### src/rtl/tcp_vlg_opt_ser.sv
// TX TCP options serializer: latches a tcp_opt_t, reports len/offset, then streams
// NOP-padded option bytes one per clock under valid/ready.
package tcp_vlg_opt_pkg;
  typedef struct packed {
    logic [31:0] left;
    logic [31:0] right;
  } tcp_sack_blk_t;

  typedef struct packed {
    logic                      mss_pres;
    logic [15:0]               mss;
    logic                      wnd_pres;
    logic [7:0]                wnd;
    logic                      sack_perm_pres;
    logic                      timestamp_pres;
    logic [31:0]               snd;
    logic [31:0]               rec;
    logic                      sack_pres;
    logic [3:0]                block_pres;
    tcp_sack_blk_t [3:0]       block;
  } tcp_opt_t;
endpackage

module tcp_vlg_opt_ser
  import tcp_vlg_opt_pkg::*;
#(
  parameter int MAX_OPT_BYTES = 40,
  parameter int MAX_WIN_SCALE = 14
) (
  input  logic       clk,
  input  logic       rst,
  input  logic       start,
  input  tcp_opt_t   opt,
  output logic [5:0] len,
  output logic [3:0] offset,
  output logic       len_val,
  output logic [7:0] dat,
  output logic       val,
  input  logic       rdy,
  output logic       last,
  output logic       busy,
  output logic       done
);

  typedef enum logic [2:0] {IDLE, CALC, MSS, WND, SPERM, TS, SACK, FIN} state_t;

  state_t     state;
  logic [5:0] idx;
  tcp_opt_t   snap;
  logic [2:0] sack_n;
  logic [3:0] sack_sel;

  // Budget for the incoming request, evaluated on the accepting cycle.
  logic [2:0] in_cnt, in_fit, in_n, in_k;
  logic [6:0] in_used, in_rem;
  logic [5:0] in_len;
  logic [3:0] in_sel;

  always_comb begin
    in_cnt = '0;
    for (int i = 0; i < 4; i++) in_cnt = in_cnt + {2'b00, opt.block_pres[i]};
    in_used = (opt.mss_pres       ? 7'd4  : 7'd0) + (opt.wnd_pres       ? 7'd4 : 7'd0)
            + (opt.sack_perm_pres ? 7'd4  : 7'd0) + (opt.timestamp_pres ? 7'd12 : 7'd0);
    in_rem = 7'(MAX_OPT_BYTES) - in_used;
    in_fit = (in_rem >= 7'd12) ? 3'((in_rem - 7'd4) >> 3) : 3'd0;
    in_n   = opt.sack_pres ? ((in_cnt < in_fit) ? in_cnt : in_fit) : 3'd0;
    in_sel = '0;
    in_k   = '0;
    for (int i = 0; i < 4; i++) begin
      if (opt.block_pres[i] && in_k < in_n) begin
        in_sel[i] = 1'b1;
        in_k      = in_k + 3'd1;
      end
    end
    in_len = 6'(in_used + ((in_n != 3'd0) ? (7'd4 + {1'b0, in_n, 3'b000}) : 7'd0));
  end

  function automatic state_t next_opt(input state_t s, input logic [4:0] p);
    state_t r;
    r = FIN;
    if (s < SACK  && p[4]) r = SACK;
    if (s < TS    && p[3]) r = TS;
    if (s < SPERM && p[2]) r = SPERM;
    if (s < WND   && p[1]) r = WND;
    if (s < MSS   && p[0]) r = MSS;
    return r;
  endfunction

  function automatic logic [5:0] opt_size(input state_t s, input logic [2:0] n);
    case (s)
      MSS, WND, SPERM: return 6'd4;
      TS:              return 6'd12;
      SACK:            return 6'd4 + {n, 3'b000};
      default:         return 6'd0;
    endcase
  endfunction

  logic [4:0] pres;
  assign pres = {snap.sack_pres && (sack_n != 3'd0), snap.timestamp_pres,
                 snap.sack_perm_pres, snap.wnd_pres, snap.mss_pres};

  // Cursor of the byte to present after the current one.
  state_t     ns;
  logic [5:0] nidx;
  logic       nlast;

  always_comb begin
    if (state == CALC || idx == opt_size(state, sack_n) - 6'd1) begin
      ns   = next_opt(state, pres);
      nidx = '0;
    end else begin
      ns   = state;
      nidx = idx + 6'd1;
    end
    nlast = (ns != FIN) && (nidx == opt_size(ns, sack_n) - 6'd1) && (next_opt(ns, pres) == FIN);
  end

  logic [7:0]  nbyte, wscale, sack_byte;
  logic [1:0]  sk, blk;
  logic [2:0]  sb, scnt;
  logic [31:0] sword, tword;

  always_comb begin
    wscale = (snap.wnd > 8'(MAX_WIN_SCALE)) ? 8'(MAX_WIN_SCALE) : snap.wnd;
    sk     = 2'((nidx - 6'd4) >> 3);
    sb     = 3'(nidx - 6'd4);
    blk    = '0;
    scnt   = '0;
    // Map the block ordinal onto the k-th selected block index.
    for (int i = 0; i < 4; i++) begin
      if (sack_sel[i] && snap.block_pres[i]) begin
        if (scnt == {1'b0, sk}) blk = 2'(i);
        scnt = scnt + 3'd1;
      end
    end
    sword     = sb[2] ? snap.block[blk].right : snap.block[blk].left;
    sack_byte = 8'(sword >> {~sb[1:0], 3'b000});
    tword     = (nidx < 6'd8) ? snap.snd : snap.rec;
    nbyte     = 8'h00;
    case (ns)
      MSS:
        case (nidx)
          6'd0:    nbyte = 8'h02;
          6'd1:    nbyte = 8'h04;
          6'd2:    nbyte = snap.mss[15:8];
          default: nbyte = snap.mss[7:0];
        endcase
      WND:
        case (nidx)
          6'd0:       nbyte = 8'h01;
          6'd1, 6'd2: nbyte = 8'h03;
          default:    nbyte = wscale;
        endcase
      SPERM:
        case (nidx)
          6'd0, 6'd1: nbyte = 8'h01;
          6'd2:       nbyte = 8'h04;
          default:    nbyte = 8'h02;
        endcase
      TS:
        case (nidx)
          6'd0, 6'd1: nbyte = 8'h01;
          6'd2:       nbyte = 8'h08;
          6'd3:       nbyte = 8'h0A;
          default:    nbyte = 8'(tword >> {~nidx[1:0], 3'b000});
        endcase
      SACK:
        case (nidx)
          6'd0, 6'd1: nbyte = 8'h01;
          6'd2:       nbyte = 8'h05;
          6'd3:       nbyte = 8'd2 + {2'b00, sack_n, 3'b000};
          default:    nbyte = sack_byte;
        endcase
      default: nbyte = 8'h00;
    endcase
  end

  always_ff @(posedge clk) begin
    if (rst) begin
      state    <= IDLE;
      idx      <= '0;
      snap     <= '0;
      sack_n   <= '0;
      sack_sel <= '0;
      len      <= '0;
      offset   <= 4'd5;
      len_val  <= 1'b0;
      dat      <= '0;
      val      <= 1'b0;
      last     <= 1'b0;
      busy     <= 1'b0;
      done     <= 1'b0;
    end else begin
      len_val <= 1'b0;
      done    <= 1'b0;
      case (state)
        IDLE, FIN: begin
          if (start) begin
            snap     <= opt;
            sack_n   <= in_n;
            sack_sel <= in_sel;
            len      <= in_len;
            offset   <= 4'd5 + {2'b00, in_len[5:2]};
            len_val  <= 1'b1;
            busy     <= 1'b1;
            state    <= CALC;
          end else begin
            state <= IDLE;
          end
        end
        CALC: begin
          state <= ns;
          idx   <= nidx;
          if (ns == FIN) begin
            done <= 1'b1;
            busy <= 1'b0;
          end else begin
            dat  <= nbyte;
            val  <= 1'b1;
            last <= nlast;
          end
        end
        default: begin
          if (val && rdy) begin
            if (last) begin
              val   <= 1'b0;
              last  <= 1'b0;
              done  <= 1'b1;
              busy  <= 1'b0;
              state <= FIN;
            end else begin
              state <= ns;
              idx   <= nidx;
              dat   <= nbyte;
              last  <= nlast;
            end
          end
        end
      endcase
    end
  end

endmodule

### config.mk
export PLATFORM = sky130hd
export DESIGN_NAME = tcp_vlg_opt_ser
export DESIGN_NICKNAME = d
export VERILOG_FILES = /design/src/rtl/tcp_vlg_opt_ser.sv
export SDC_FILE = /design/constraint.sdc
export NUM_CORES = 1
export LEC_CHECK = 0
export BUFFER_PORTS_ARGS = -buffer_cell sky130_fd_sc_hd__buf_2
export CAP_MARGIN = 15
export CORE_AREA = 5 5 237 239
export CTS_CLUSTER_DIAMETER = 100
export DETAILED_ROUTE_END_ITERATION = 16
export DIE_AREA = 0 0 242 244
export GPL_TIMING_DRIVEN = 0
export SLEW_MARGIN = 5
export SYNTH_ARGS = -nofsm -noshare
export SYNTH_HDL_FRONTEND = slang
export SYNTH_SLANG_ARGS = --single-unit
### constraint.sdc
create_clock -name clk -period 7.8 [get_ports clk]
set_input_delay 0.78 -clock clk [delete_from_list [all_inputs] [get_ports clk]]
set_output_delay 0.78 -clock clk [all_outputs]
set_load 0.01 [all_outputs]
[After elaboration in Yosys (flattened, before gate mapping)]
Cells that the tools add are included.
W data, S select, Z words.
Word-level totals
  RAM bits: 0
  input port bits: 357
  latch bits: 0
  word-level logic and storage cells: 221
  output and inout port bits: 23
  memory bits (read-only): 0
  memories: 0
  flip-flop bits (word level): 392
Operators by class
  reductions and logical operators: 43
  magnitude comparators: 19
  $mul: 0
  bitwise logic cells: 3
  muxes and demuxes: 76
  add/subtract/negate cells: 21
  shift-type cells: 2
  eq/ne operators: 27
  divide/modulo/power cells: 0
Operators by type and width (number)
  $bmux W64 S2: 1
  $pmux W8 S3: 3
  $mux W32: 2
  $mux W64: 1
  $shr A32 B5 Y8: 2
  $mux W3: 20
  $pmux W8 S5: 1
  $pmux W6 S3: 2
  $mux W8: 4
  $pmux W8 S2: 2
  $eq A3 B3 Y1 const B: 9
  $mux W6: 4
  $mux W1: 23
  $logic_and A1 B1 Y1: 22
  $lt A3 B3 Y1 const B: 6
  $add A3 B6 Y6 const A: 2
  $eq A3 B2 Y1 const B: 4
  $eq A6 B2 Y1 const B: 2
  $eq A6 B6 Y1: 2
  $lt A3 B2 Y1 const B: 4
  $pmux W3 S2: 2
  $pmux W6 S2: 1
  $reduce_and A4 Y1: 3
  $reduce_bool A3 Y1: 4
  42 further kinds: 65

[Longest topological paths before layout]
Gate-level depths: netlist of run 1.
  depth in word-level cells: 24
  mapped depth: 29
  depth with buffers taken out: 29

[Worst setup path after synthesis of run 1]
Ideal clock, no wire load.
  kind: input -> register
  from: input port opt[325] (netlist name)
  to: register sack_sel[3]
  buffers on the path: 0
  setup slack: 1.001 ns
  required time: 7.708 ns
  arrival time: 6.707 ns
  stages on the path: 26
  setup time: 0.092 ns
  path through: fa_1 > ha_1 > inv_1 > fa_1 > ha_1 > or3_1 > a221o_1 > o21ai_0 > ha_1 > nor3_1 > a21boi_0 > a2111oi_2 > nor3b_1 > or3_1 > and2_1 > o21ai_0 > inv_1 > ha_1 > ha_1 > o31a_1 > o21ai_0 > a21oi_1 > a31oi_1 > ha_1 > a21boi_0 > o32ai_1
On the way
  word-level cells in the longest chain between the ends: 20
  elaborated cells between the ends (all ways): 23
  classes of those cells: 5 x add/sub; 6 x order compare; 8 x mux; 4 x reduce/logical
RTL lines
  from (decl): RTL line 33  | input tcp_opt_t opt,
  $mux W4 *: RTL line 63  | + (opt.sack_perm_pres ? 7'd4 : 7'd0) + (opt.timestamp_pres ? 7'd12 : 7'd0);
  $add A5 B4 Y6 *: RTL line 63
  $sub A6 B6 Y7 *: RTL line 64  | in_rem = 7'(MAX_OPT_BYTES) - in_used;
  $sub A6 B3 Y6 / $ge A7 B4 Y1 (equally long branches): RTL line 65  | in_fit = (in_rem >= 7'd12) ? 3'((in_rem - 7'd4) >> 3) : 3'd0;
  $mux W3 *: RTL line 65
  $lt A3 B3 Y1: RTL line 66  | in_n = opt.sack_pres ? ((in_cnt < in_fit) ? in_cnt : in_fit) : 3'd0;
  $mux W3 * (2 in series): RTL line 66
  $lt A1 B3 Y1: RTL line 70  | if (opt.block_pres[i] && in_k < in_n) begin
  (+3 left out)
  $logic_and A1 B1 Y1: RTL line 70
  $mux W2: RTL line 70
  $lt A3 B3 Y1: RTL line 70
  $logic_and A1 B1 Y1: RTL line 70
  $mux W3: RTL line 70
  $lt A3 B3 Y1 *: RTL line 70
  $logic_and A1 B1 Y1 *: RTL line 70
  $mux W1 *: RTL line 70
  to (signal assigned): RTL line 201  | sack_sel <= in_sel;
  to (decl): RTL line 51  | logic [3:0] sack_sel;
Mark *: on every way between the ends. The rest lies on a longest branch, timed or not.
A chain may end at the register's enable or synchronous reset.

[Worst setup path in the final report of run 1]
  from: register state[0]
  to: register dat[6]
On the way
  word-level cells in the longest chain between the ends: 24
  elaborated cells between the ends (all ways): 76
  classes of those cells: 2 x add/sub; 6 x order compare; 22 x eq/ne; 2 x shift; 27 x mux; 3 x bitwise; 14 x reduce/logical
RTL lines
  from (decl): RTL line 47  | state_t state;
  from (signal assigned): RTL line 212  | state <= ns;
  from (signal assigned): RTL line 232  | state <= ns;
  $eq A3 B2 Y1 / $eq A3 B3 Y1 (equally long branches): RTL line 90  | case (s)
  $reduce_or A3 Y1: RTL line 90
  $pmux W6 S3: RTL line 90
  $sub A6 B1 Y6: RTL line 108  | if (state == CALC || idx == opt_size(state, sack_n) - 6'd1) begin
  $eq A6 B6 Y1: RTL line 108
  $logic_or A1 B1 Y1: RTL line 108
  $mux W6: RTL line 108
  $sub A5 B3 Y5: RTL line 126  | sb = 3'(nidx - 6'd4);
  (+8 left out)
  $mux W64 (implied by the code): RTL line 136  | sword = sb[2] ? snap.block[blk].right : snap.block[blk].left;
  $mux W32: RTL line 136
  $shr A32 B5 Y8: RTL line 137  | sack_byte = 8'(sword >> {~sb[1:0], 3'b000});
  $pmux W8 S3: RTL line 168  | case (nidx)
  $pmux W8 S5: RTL line 140  | case (ns)
  $mux W8: RTL line 225  | if (last) begin
  $mux W8: RTL line 224  | if (val && rdy) begin
  $pmux W8 S2: RTL line 196  | case (state)
  to (signal assigned): RTL line 218  | dat <= nbyte;
  to (signal assigned): RTL line 234  | dat <= nbyte;
  to (decl): RTL line 37  | output logic [7:0] dat,
Several ways; a longest one is shown, not always the timed one. The select of a mux whose other input is x is not followed.

==> results of run 1 <==
==> path summary, 6_finish.rpt <==
path                                  end  slack (ns)       from  cells after the start
worst max-delay path               dat[6]        0.36   state[0]                     19
worst min-delay path             snap[54]        0.44    opt[54]                      3
worst max register to register     dat[6]        0.36   state[0]                     19
worst min register to register  snap[245]        0.46  snap[245]                      2
==> flip-flops by register name (all words and copies together), names as in the netlist <==
name / count
offset: 4
busy: 1
snap: 349
last: 1
sack_n: 3
dat: 8
len_val: 1
state: 3
pres: 4
sack_sel: 4
len: 4
idx: 6
val: 1
done: 1
==> per-layer routing <==
metal	track usage (%)	share of wire, %
met1	36.5	42
met2	44.5	45
met3	6.72	8.6
met4	10.8	4.0
met5	0	0.031
==> power groups by stage <==
stage                     registers (mW)  clock network, mW  logic [mW]
after detailed placement            2.72                  0        2.57
after floorplan                     2.60                  0        1.64
after global placement              2.71                  0        2.51
final                               2.69               2.06        2.62
after CTS                           2.68               2.08        2.58
after global routing                2.72               2.16        2.87
==> placed cells by master (no fill, tap or decap), types with 26 or more instances in the layout <==
cell and count:
nand2_1 811, a21oi_1 412, buf_2 397, dfxtp_1 390, clkbuf_1 166, nor2_1 68
mux2i_1 48, o21ai_0 46, clkbuf_16 43, nand3_1 34, a221oi_1 32, inv_1 28
ha_1 26
==> cells by family after synthesis <==
kind of cell	after synthesis	synth area share (%)
multiplexers	62	3.58
AO/OA/AOI/OAI	720	24.1
other	1	0.0202
AND/OR/NAND/NOR	1013	22.2
flip-flops	390	42.1
XOR/XNOR	18	0.925
buffers and inverters	223	4.89
adder cells (fa/ha/maj)	30	2.19
==> repair_timing <==
item | 4_1_cts | 5_1_grt
hold buffers | 0 | 0
setup endpoints to repair | 7 | 8
cloned | 0 | 0
resized for setup | 2 | 2
pin swaps | 0 | 0
==> critical path, cell delays in order (launching register included) <==
cell and delay, ns:
dfxtp_1 0.42, clkbuf_1 0.46, and2_1 0.37, clkbuf_1 0.49, a31oi_1 0.11, buf_2 0.23, and2_1 0.20, inv_1 0.57
buf_2 0.47, ha_1 0.30, clkbuf_1 0.23, xor2_1 0.24, nor2_2 0.54, o2111ai_1 0.49, buf_2 0.36, buf_1 0.44
mux2i_1 0.54, o21ai_0 0.17, o32ai_1 0.44, o31ai_1 0.18
==> cell type report <==
cell class	count	share of cell area, %
clock buffers	57	5.27
clock inverters	21	0.914
plain buffers	194	3.52
well taps	696	3.83
inverters	28	0.462
multi-input cells	1845	43.3
flip-flops and latches	390	34.4
diodes	2	0.0220
repair buffers	377	8.33
==> stage by stage <==
step	std cells	setup slack [ns]	cell area, sq um	power, mW
after global routing	3609	0.0876	22700	7.75
after floorplan	2458	1.00	18500	4.24
final	3610	0.355	22700	7.37
after global placement	3530	-0.383	21300	5.22
after detailed placement	3531	-0.448	21300	5.28
after CTS	3609	0.158	22700	7.34
==> impl_metrics.yaml, run 1 <==
detailed_routing:
  wl_per_cell_um: 24.0
  via_count: 20100
  ant_nets: 0
  wirelength_mm: 86.6
  dr.pass1.iters: 5
  route.detailed.drc: 0
  drt-initial-drc-count: 1757
  via_per_inst: 5.55
status:
  status: "finished, final reports clean"
clock_tree:
  path_clk_slew_ns: 0.06
  h-tree-depth: 2
  cts_tree: "done"
  cts_buffers: 43
  clockBufferDepth: 3
  cts_root_buffer: "clkbuf_16"
  clock_latency_ns: 0.58
  postCtsSetupRepairBufs: 0
  tritoncts_num_sinks: 390
timing:
  fin_hold_ws_ns: 0.443
  finalSetupViolCount: 0
  tightest_slew_ns: 1.14
  fmax_ghz: 0.134
  post-route-period-util_pct: 95.4
  finalMaxSlewViolations: 0
  hold_viol: 0
  skew_ns: 0.0119
  layout_min_cycle_time_ns: 7.44
  rsz0062_at_grt: "false"
  maxSlewHeadroom_pct: 23.2
  tns_ns: 0
yosys:
  ys_ff_latch: 390
  ys_seq_area_share_pct: 42.1
  yosys_most_used_dff: "dfxtp_1"
  synth_area_per_cell_sq_um: 7.54
  yosys_warnings: 0
  synth_cell_type_count: 86
  synth_cells: 2457
  synth_edf_count: 0
  netlist.area_leader.share_pct: 42.1
  synthTopCellsByArea: "dfxtp_1 (42%), nand2_1 (16%), a21oi_1 (11%)"
  synth_top_cell_by_area: "dfxtp_1"
  ys_async_sr_fraction_pct: 0
  yosys-top-cells-count: "nand2_1 (811), a21oi_1 (412), dfxtp_1 (390), clkbuf_1 (160), nor2_1 (69)"
  syn_area_sq_um: 18500
  synth.most_common_cell: "nand2_1"
floorplanning:
  fp.dieArea_sq_um: 59000
  ioPinCount: 380
  die_h_um: 244
  design.core.area_sq_um: 53600
  die_w_um: 242
  num_rows: 85
  start_util_pct: 34.6
worst_setup_path:
  worstSetupEndpointType: "flip-flop"
  critical_path_required_ns: 8.22
  crit_type: "reg2reg"
  crit_arrival_ns: 7.86
  startpoint_type: "flip-flop"
  worstPathMaxFanout: 14
placed_design:
  gp_congestion: 1.02
  portBuffers: 376
  dpl.hpwl_mm: 69.8
global_routing:
  grt_pass1_wl_mm: 126
  overflow: 0
  antenna_found_initial: 4
  grt_max_degree: 15
  track_usage_pct: 27.8
  grt_pass1_vias: 20000
cells_and_area:
  fin_nets: 3266
  area_growth_pct: 22.6
  fillers: 5647
  regArea_sq_um: 7810
  multi_input_area_sq_um: 9840
  drive_above_1_share_pct: 17.7
  finish.utilization_pct: 42.4
pwr:
  clkPwrFrac_pct: 28.0
  cellPowerDensity_nw_per_um2: 324
  p_comb_share_pct: 35.5
  p_int_mw: 4.40
  ir_drop_mv: 0.151
  p_sw_share_pct: 40.4
  p_sw_mw: 2.98
  p_leak_nw: 8.99
  sequentialPowerShare_pct: 36.5
min_path:
  hold_class: "in2reg"
run:
  cap_violations: 0
No activity file was read; power rests on OpenSTA's default activity.
==> inputs of run 2 (changes only) <==
Settings changed: CORE_AREA 5 5 237 239 to 5 5 190 192, DIE_AREA 0 0 242 244 to 0 0 195 197, PLACE_DENSITY set to 0.79.
==> run 2 against run 1 <==
Effect of this change: sequential cell count is the same; core utilization grew 23 points; critical path depth grew 1; first-iteration DRC count grew 48%; design area shrank 1.7%; global-route usage grew 12 points; setup slack gained 0.027 ns; clock power shrank 5%; non-clock buffer count grew 1; register-to-register slack gained 0.03 ns; clock-buffer cell count grew 4; sequential share of layout area grew 0.61 points.
==> impl_metrics.yaml, run 2 (synthesis gave the netlist of run 1 again) <==
cells_and_area:
  drive_above_1_share_pct: 17.3
  area_growth_pct: 20.5
  layout_commonest_cell: "nand2_1"
  antennaDiodeCount: 0
  largest_reg_flops: 349
  fillers: 3095
  top_regs: "snap (349), dat (8), idx (6)"
  regMostFlops: "snap"
  final_cell_mix: "nand2_1 (811), a21oi_1 (412), buf_2 (397)"
  instances_no_fill: 3362
  fin_nets: 3266
  finish.utilization_pct: 65.3
  fin_area_sq_um: 22300
global_routing:
  grt_pass1_vias: 19200
  grt_max_degree: 14
  overflow: 0
  track_usage_pct: 39.3
  antenna_found_initial: 2
  grt_pass1_wl_mm: 117
worst_setup_path:
  worstSetupEndpointType: "flip-flop"
  r2r_end: "dat[7]"
  crit_arrival_ns: 7.89
  r2r_slack_ns: 0.38
  crit_type: "reg2reg"
  startpoint_type: "flip-flop"
  critical_path_required_ns: 8.27
  worstPathMaxFanout: 14
  r2r-start: "state[0]"
  r2r_cells: 20
pwr:
  p_sw_mw: 2.93
  p_int_mw: 4.33
  p_leak_nw: 8.95
  ir_drop_mv: 0.232
  p_sw_share_pct: 40.3
  cellPowerDensity_nw_per_um2: 325
  sequentialPowerShare_pct: 37.1
  p_comb_share_pct: 35.9
  clkPwrFrac_pct: 27.0
min_path:
  hold_path_depth: 3
  hold_class: "in2reg"
  hold_start: "opt[334]"
  holdPathEnd: "snap[334]"
floorplanning:
  die_h_um: 197
  ioPinCount: 380
  die_w_um: 195
  design.core.area_sq_um: 34200
  num_rows: 68
  start_util_pct: 54.2
  fp.dieArea_sq_um: 38400
timing:
  maxSlewHeadroom_pct: 25.0
  tightest_slew_ns: 1.12
  tns_ns: 0
  layout_min_cycle_time_ns: 7.42
  fmax_ghz: 0.135
  finalSetupViolCount: 0
  hold_viol: 0
  post-route-period-util_pct: 95.1
  rsz0062_at_grt: "false"
  finalMaxSlewViolations: 0
  skew_ns: 0.0267
clock_tree:
  cts_root_buffer: "clkbuf_16"
  postCtsSetupRepairBufs: 0
  clock_latency_ns: 0.59
  cts_buffers: 42
  path_clk_slew_ns: 0.06
  clockBufferDepth: 3
  h-tree-depth: 2
  cts_tree: "done"
  tritoncts_num_sinks: 390
placed_design:
  post-place-cells: 3290
  dpl.hpwl_mm: 62.4
  portBuffers: 376
  placed_area_sq_um: 21000
  gp_congestion: 1.06
detailed_routing:
  wl_per_cell_um: 23.7
  via_per_inst: 6.16
  dr.pass1.iters: 6
  via_count: 20700
  wirelength_mm: 79.8
  route.detailed.drc: 0
  ant_nets: 0
  drt-initial-drc-count: 2594
status:
  status: "finished, final reports clean"
run:
  cap_violations: 0
==> run 2: how the worst max path moves through the flow <==
stage	start	endpoint
floorplan	opt[325]	sack_sel[3]
global placement	state[0]	dat[7]
detailed placement	state[0]	dat[7]
CTS	state[0]	dat[7]
global route	opt[325]	sack_sel[3]
finish	state[0]	dat[7]
==> run 2: timing repair <==
action / CTS / global route
hold buffers: 0 / 0
endpoints found under the setup margin: 0 / 8
gates resized for setup: 0 / 2
==> run 2: area by class of cell <==
class | count | area (sq um) | share of cell area (%)
Buffer | 194 | 798 | 3.57
Clock buffer | 61 | 1210 | 5.43
Clock inverter | 11 | 100 | 0.448
Inverter | 28 | 105 | 0.471
Multi-Input combinational cell | 1845 | 9840 | 44.1
Sequential cell | 390 | 7810 | 35.0
Tap cell | 455 | 569 | 2.55
Timing Repair Buffer | 378 | 1900 | 8.50
==> run 2: per-stage QoR <==
stage | worst slack (ns) | hold WS (ns) | power (mW)
6_report | 0.382 | 0.433 | 7.25
5_1_grt | 0.0782 | 0.434 | 7.56
4_1_cts | 0.0992 | 0.422 | 7.15
3_5_place_dp | 0.115 | 0.443 | 5.21
3_3_place_gp | 0.0983 | 0.438 | 5.12
2_1_floorplan | 1.00 | 0.431 | 4.24
==> run 2: critical path: stages (launching register included) <==
cell and delay [ns]:
dfxtp_1 0.44, clkbuf_1 0.40, and2_1 0.34, clkbuf_1 0.51, a31oi_1 0.11, buf_2 0.26, and2_1 0.18, inv_1 0.50
buf_1 0.61, ha_1 0.34, clkbuf_1 0.22, xor2_1 0.24, nor2_2 0.59, o2111ai_1 0.52, buf_2 0.37, buf_1 0.42
mux2i_1 0.62, nand3_1 0.14, o2111a_1 0.17, a31oi_1 0.20, a21oi_1 0.09
==> run 2: power by group through the flow <==
| stage | logic (mW) | clock network [mW] | registers (mW) |
|---|---|---|---|
| floorplan | 1.64 | 0 | 2.60 |
| global placement | 2.43 | 0 | 2.69 |
| detailed placement | 2.50 | 0 | 2.71 |
| CTS | 2.52 | 1.95 | 2.67 |
| global route | 2.80 | 2.04 | 2.71 |
| finish | 2.60 | 1.96 | 2.69 |
==> run 2: metal layers <==
metal / routed length, um / track usage, % / part of all wire, %
met1: 32500 / 55.2 / 41
met2: 34100 / 60.1 / 43
met3: 9670 / 8.63 / 12
met4: 3510 / 14.3 / 4.4
met5: 18 / 0 / 0.023
==> inputs of run 3 (changes only) <==
Settings changed: ABC_AREA set to 1, CORE_AREA 5 5 190 192 to 5 5 189 191, DIE_AREA 0 0 195 197 to 0 0 194 196.
==> run 3 against run 2 <==
Effect of this change: via count shrank 2.2%; sequential cell count is the same; die area shrank 1.0%; global-route usage shrank 2.9 points; power grew 28%; area after synthesis shrank 1.3%; sequential power grew 15%; largest power group is now combinational cells.
==> impl_metrics.yaml, run 3 <==
global_routing:
  grt_pass1_vias: 19100
  track_usage_pct: 36.5
  antenna_found_initial: 0
  grt_max_degree: 16
  overflow: 0
  grt_pass1_wl_mm: 108
timing:
  setup_slack_ns: 1.57
  post-route-period-util_pct: 79.9
  fmax_ghz: 0.160
  tns_ns: 0
  tightest_slew_ns: 1.11
  hold_viol: 0
  maxSlewHeadroom_pct: 25.8
  skew_ns: 0.0105
  rsz0062_at_grt: "false"
  finalMaxSlewViolations: 0
  layout_min_cycle_time_ns: 6.23
  finalSetupViolCount: 0
detailed_routing:
  via_per_inst: 5.68
  via_count: 20300
  wl_per_cell_um: 20.4
  ant_nets: 0
  route.detailed.drc: 0
  wirelength_mm: 72.8
  drt-initial-drc-count: 2074
  dr.pass1.iters: 6
clock_tree:
  h-tree-depth: 2
  ctsHoldBuffers: 0
  cts_root_buffer: "clkbuf_16"
  cts_tree: "done"
  cts_resized: 0
  tritoncts_num_sinks: 390
  cts_buffers: 41
  path_clk_slew_ns: 0.07
  clockBufferDepth: 3
  postCtsSetupRepairBufs: 0
  clock_latency_ns: 0.55
cells_and_area:
  regMostFlops: "snap"
  top_regs: "snap (349), dat (8), idx (6)"
  instances_no_fill: 3566
  fin_area_sq_um: 22100
  largest_reg_flops: 349
  area_growth_pct: 21.0
  final_cell_mix: "nor2_1 (566), o21ai_0 (452), buf_2 (392)"
  finish.utilization_pct: 65.2
  fin_nets: 3466
  layout_commonest_cell: "nor2_1"
  drive_above_1_share_pct: 16.5
worst_setup_path:
  crit_arrival_ns: 6.63
  worstSetupEndpointType: "flip-flop"
  r2r_cells: 31
  crit_type: "in2reg"
  r2r_end: "dat[5]"
  startpoint_type: "primary input"
  critical_path_required_ns: 8.20
  r2r_slack_ns: 2.13
  path_common_cell: "nand2_1"
  worstPathMaxFanout: 7
  r2r-start: "state[2]"
  cp_slowest_cell: "fa_1"
  slowest_delay_ns: 0.59
yosys:
  synth_cell_type_count: 47
  yosys-top-cells-count: "nor2_1 (566), o21ai_0 (452), dfxtp_1 (390), nand2_1 (333), inv_1 (196)"
  synth_area_per_cell_sq_um: 6.88
  synth_cells: 2658
  yosys_warnings: 0
  yosys_most_used_dff: "dfxtp_1"
  synthTopCellsByArea: "dfxtp_1 (43%), o21ai_0 (12%), nor2_1 (12%)"
  syn_area_sq_um: 18300
  synth_edf_count: 0
  netlist.area_leader.share_pct: 42.7
  ys_seq_area_share_pct: 42.7
  synth_top_cell_by_area: "dfxtp_1"
  ys_ff_latch: 390
  ys_async_sr_fraction_pct: 0
  synth.most_common_cell: "nor2_1"
status:
  status: "finished, final reports clean"
floorplanning:
  start_util_pct: 53.9
  design.core.area_sq_um: 33900
  die_w_um: 194
  die_h_um: 196
  ioPinCount: 380
  num_rows: 68
  fp.dieArea_sq_um: 38000
pwr:
  ir_drop_mv: 0.238
  p_int_mw: 5.11
  p_sw_share_pct: 44.8
  p_comb_share_pct: 44.6
  clkPwrFrac_pct: 21.9
  p_sw_mw: 4.15
  cellPowerDensity_nw_per_um2: 418
  sequentialPowerShare_pct: 33.4
  p_leak_nw: 9.71
min_path:
  hold_start: "snap[68]"
  holdPathEnd: "snap[68]"
  hold_path_depth: 2
  hold_class: "reg2reg"
placed_design:
  post-place-cells: 3491
  gp_congestion: 0.997
  placed_area_sq_um: 20800
  preCtsSetupSlack_ns: 0.997
  portBuffers: 377
  dpl.hpwl_mm: 58.2
run:
  cap_violations: 0
[run 3: cell types whose count changed after synthesis, moves of 48 or more]
cell / previous run / this run
nor2_1: 69 / 566
nand2_1: 811 / 333
o21ai_0: 47 / 452
a21oi_1: 412 / 178
inv_1: 28 / 196
nand3_1: 34 / 167
mux2i_1: 48 / 0
[run 3: worst max path at each step]
stage / endpoint / startpoint / slack [ns] / depth (start not counted)
after detailed placement: sack_sel[3] / opt[325] / 1.0 / 34
final: sack_sel[3] / opt[325] / 1.57 / 34
after global routing: sack_sel[3] / opt[325] / 1.03 / 35
after global placement: sack_sel[3] / opt[325] / 1.23 / 34
after floorplan: sack_sel[3] / opt[325] / 1.90 / 34
after CTS: sack_sel[3] / opt[325] / 1.56 / 34
[run 3: cell type report]
| type | count | area, sq um |
|---|---|---|
| diodes | 1 | 2.50 |
| plain buffers | 185 | 826 |
| clock buffers | 57 | 1180 |
| clock inverters | 17 | 206 |
| fillers | 3115 | 11800 |
| inverters | 206 | 776 |
| multi-input cells | 1878 | 8890 |
| flip-flops and latches | 390 | 7810 |
| well taps | 455 | 569 |
| repair buffers | 377 | 1890 |
[run 3: power groups by stage]
stage	sequential, mW	combinational, mW	clock [mW]
after floorplan	2.97	2.68	0
after global placement	3.10	3.89	0
after detailed placement	3.12	3.99	0
after CTS	3.08	4.02	2.03
after global routing	3.15	4.54	2.11
final	3.10	4.13	2.03
[run 3: cells by family (layout without fill, tap and decap cells)]
family	after synthesis	after routing	synth area share [%]
flops	390	390	42.7
simple gates	1104	1104	24.5
compound gates	734	734	21.5
fa+ha+maj	30	30	2.22
xor+xnor	8	8	0.383
buf+inv	391	842	8.76
other cells	1	3	0.0205
[run 3: layer usage]
layer	vias to the layer above	GRT usage [%]	wire [um]
met5	-	0	0
met4	0	14.0	3070
met3	171	7.32	7490
met2	1051	57.0	31700
met1	9468	50.2	30600
li1	9571	-	-
[run 3: critical path, delay by kind of cell]
kind | cells | cell delay (ns)
AND/OR/NAND/NOR | 13 | 1.15
buffers and inverters | 5 | 0.47
AO/OA/AOI/OAI | 7 | 1.35
XOR/XNOR | 1 | 0.19
adder cells (fa/ha/maj) | 8 | 2.68
[run 3: stage by stage]
step                total power [mW]  hold slack [ns]
floorplan                       5.66            0.425
global placement                6.99            0.437
detailed placement              7.11            0.447
CTS                             9.13            0.456
global route                    9.80            0.468
finish                          9.26            0.457
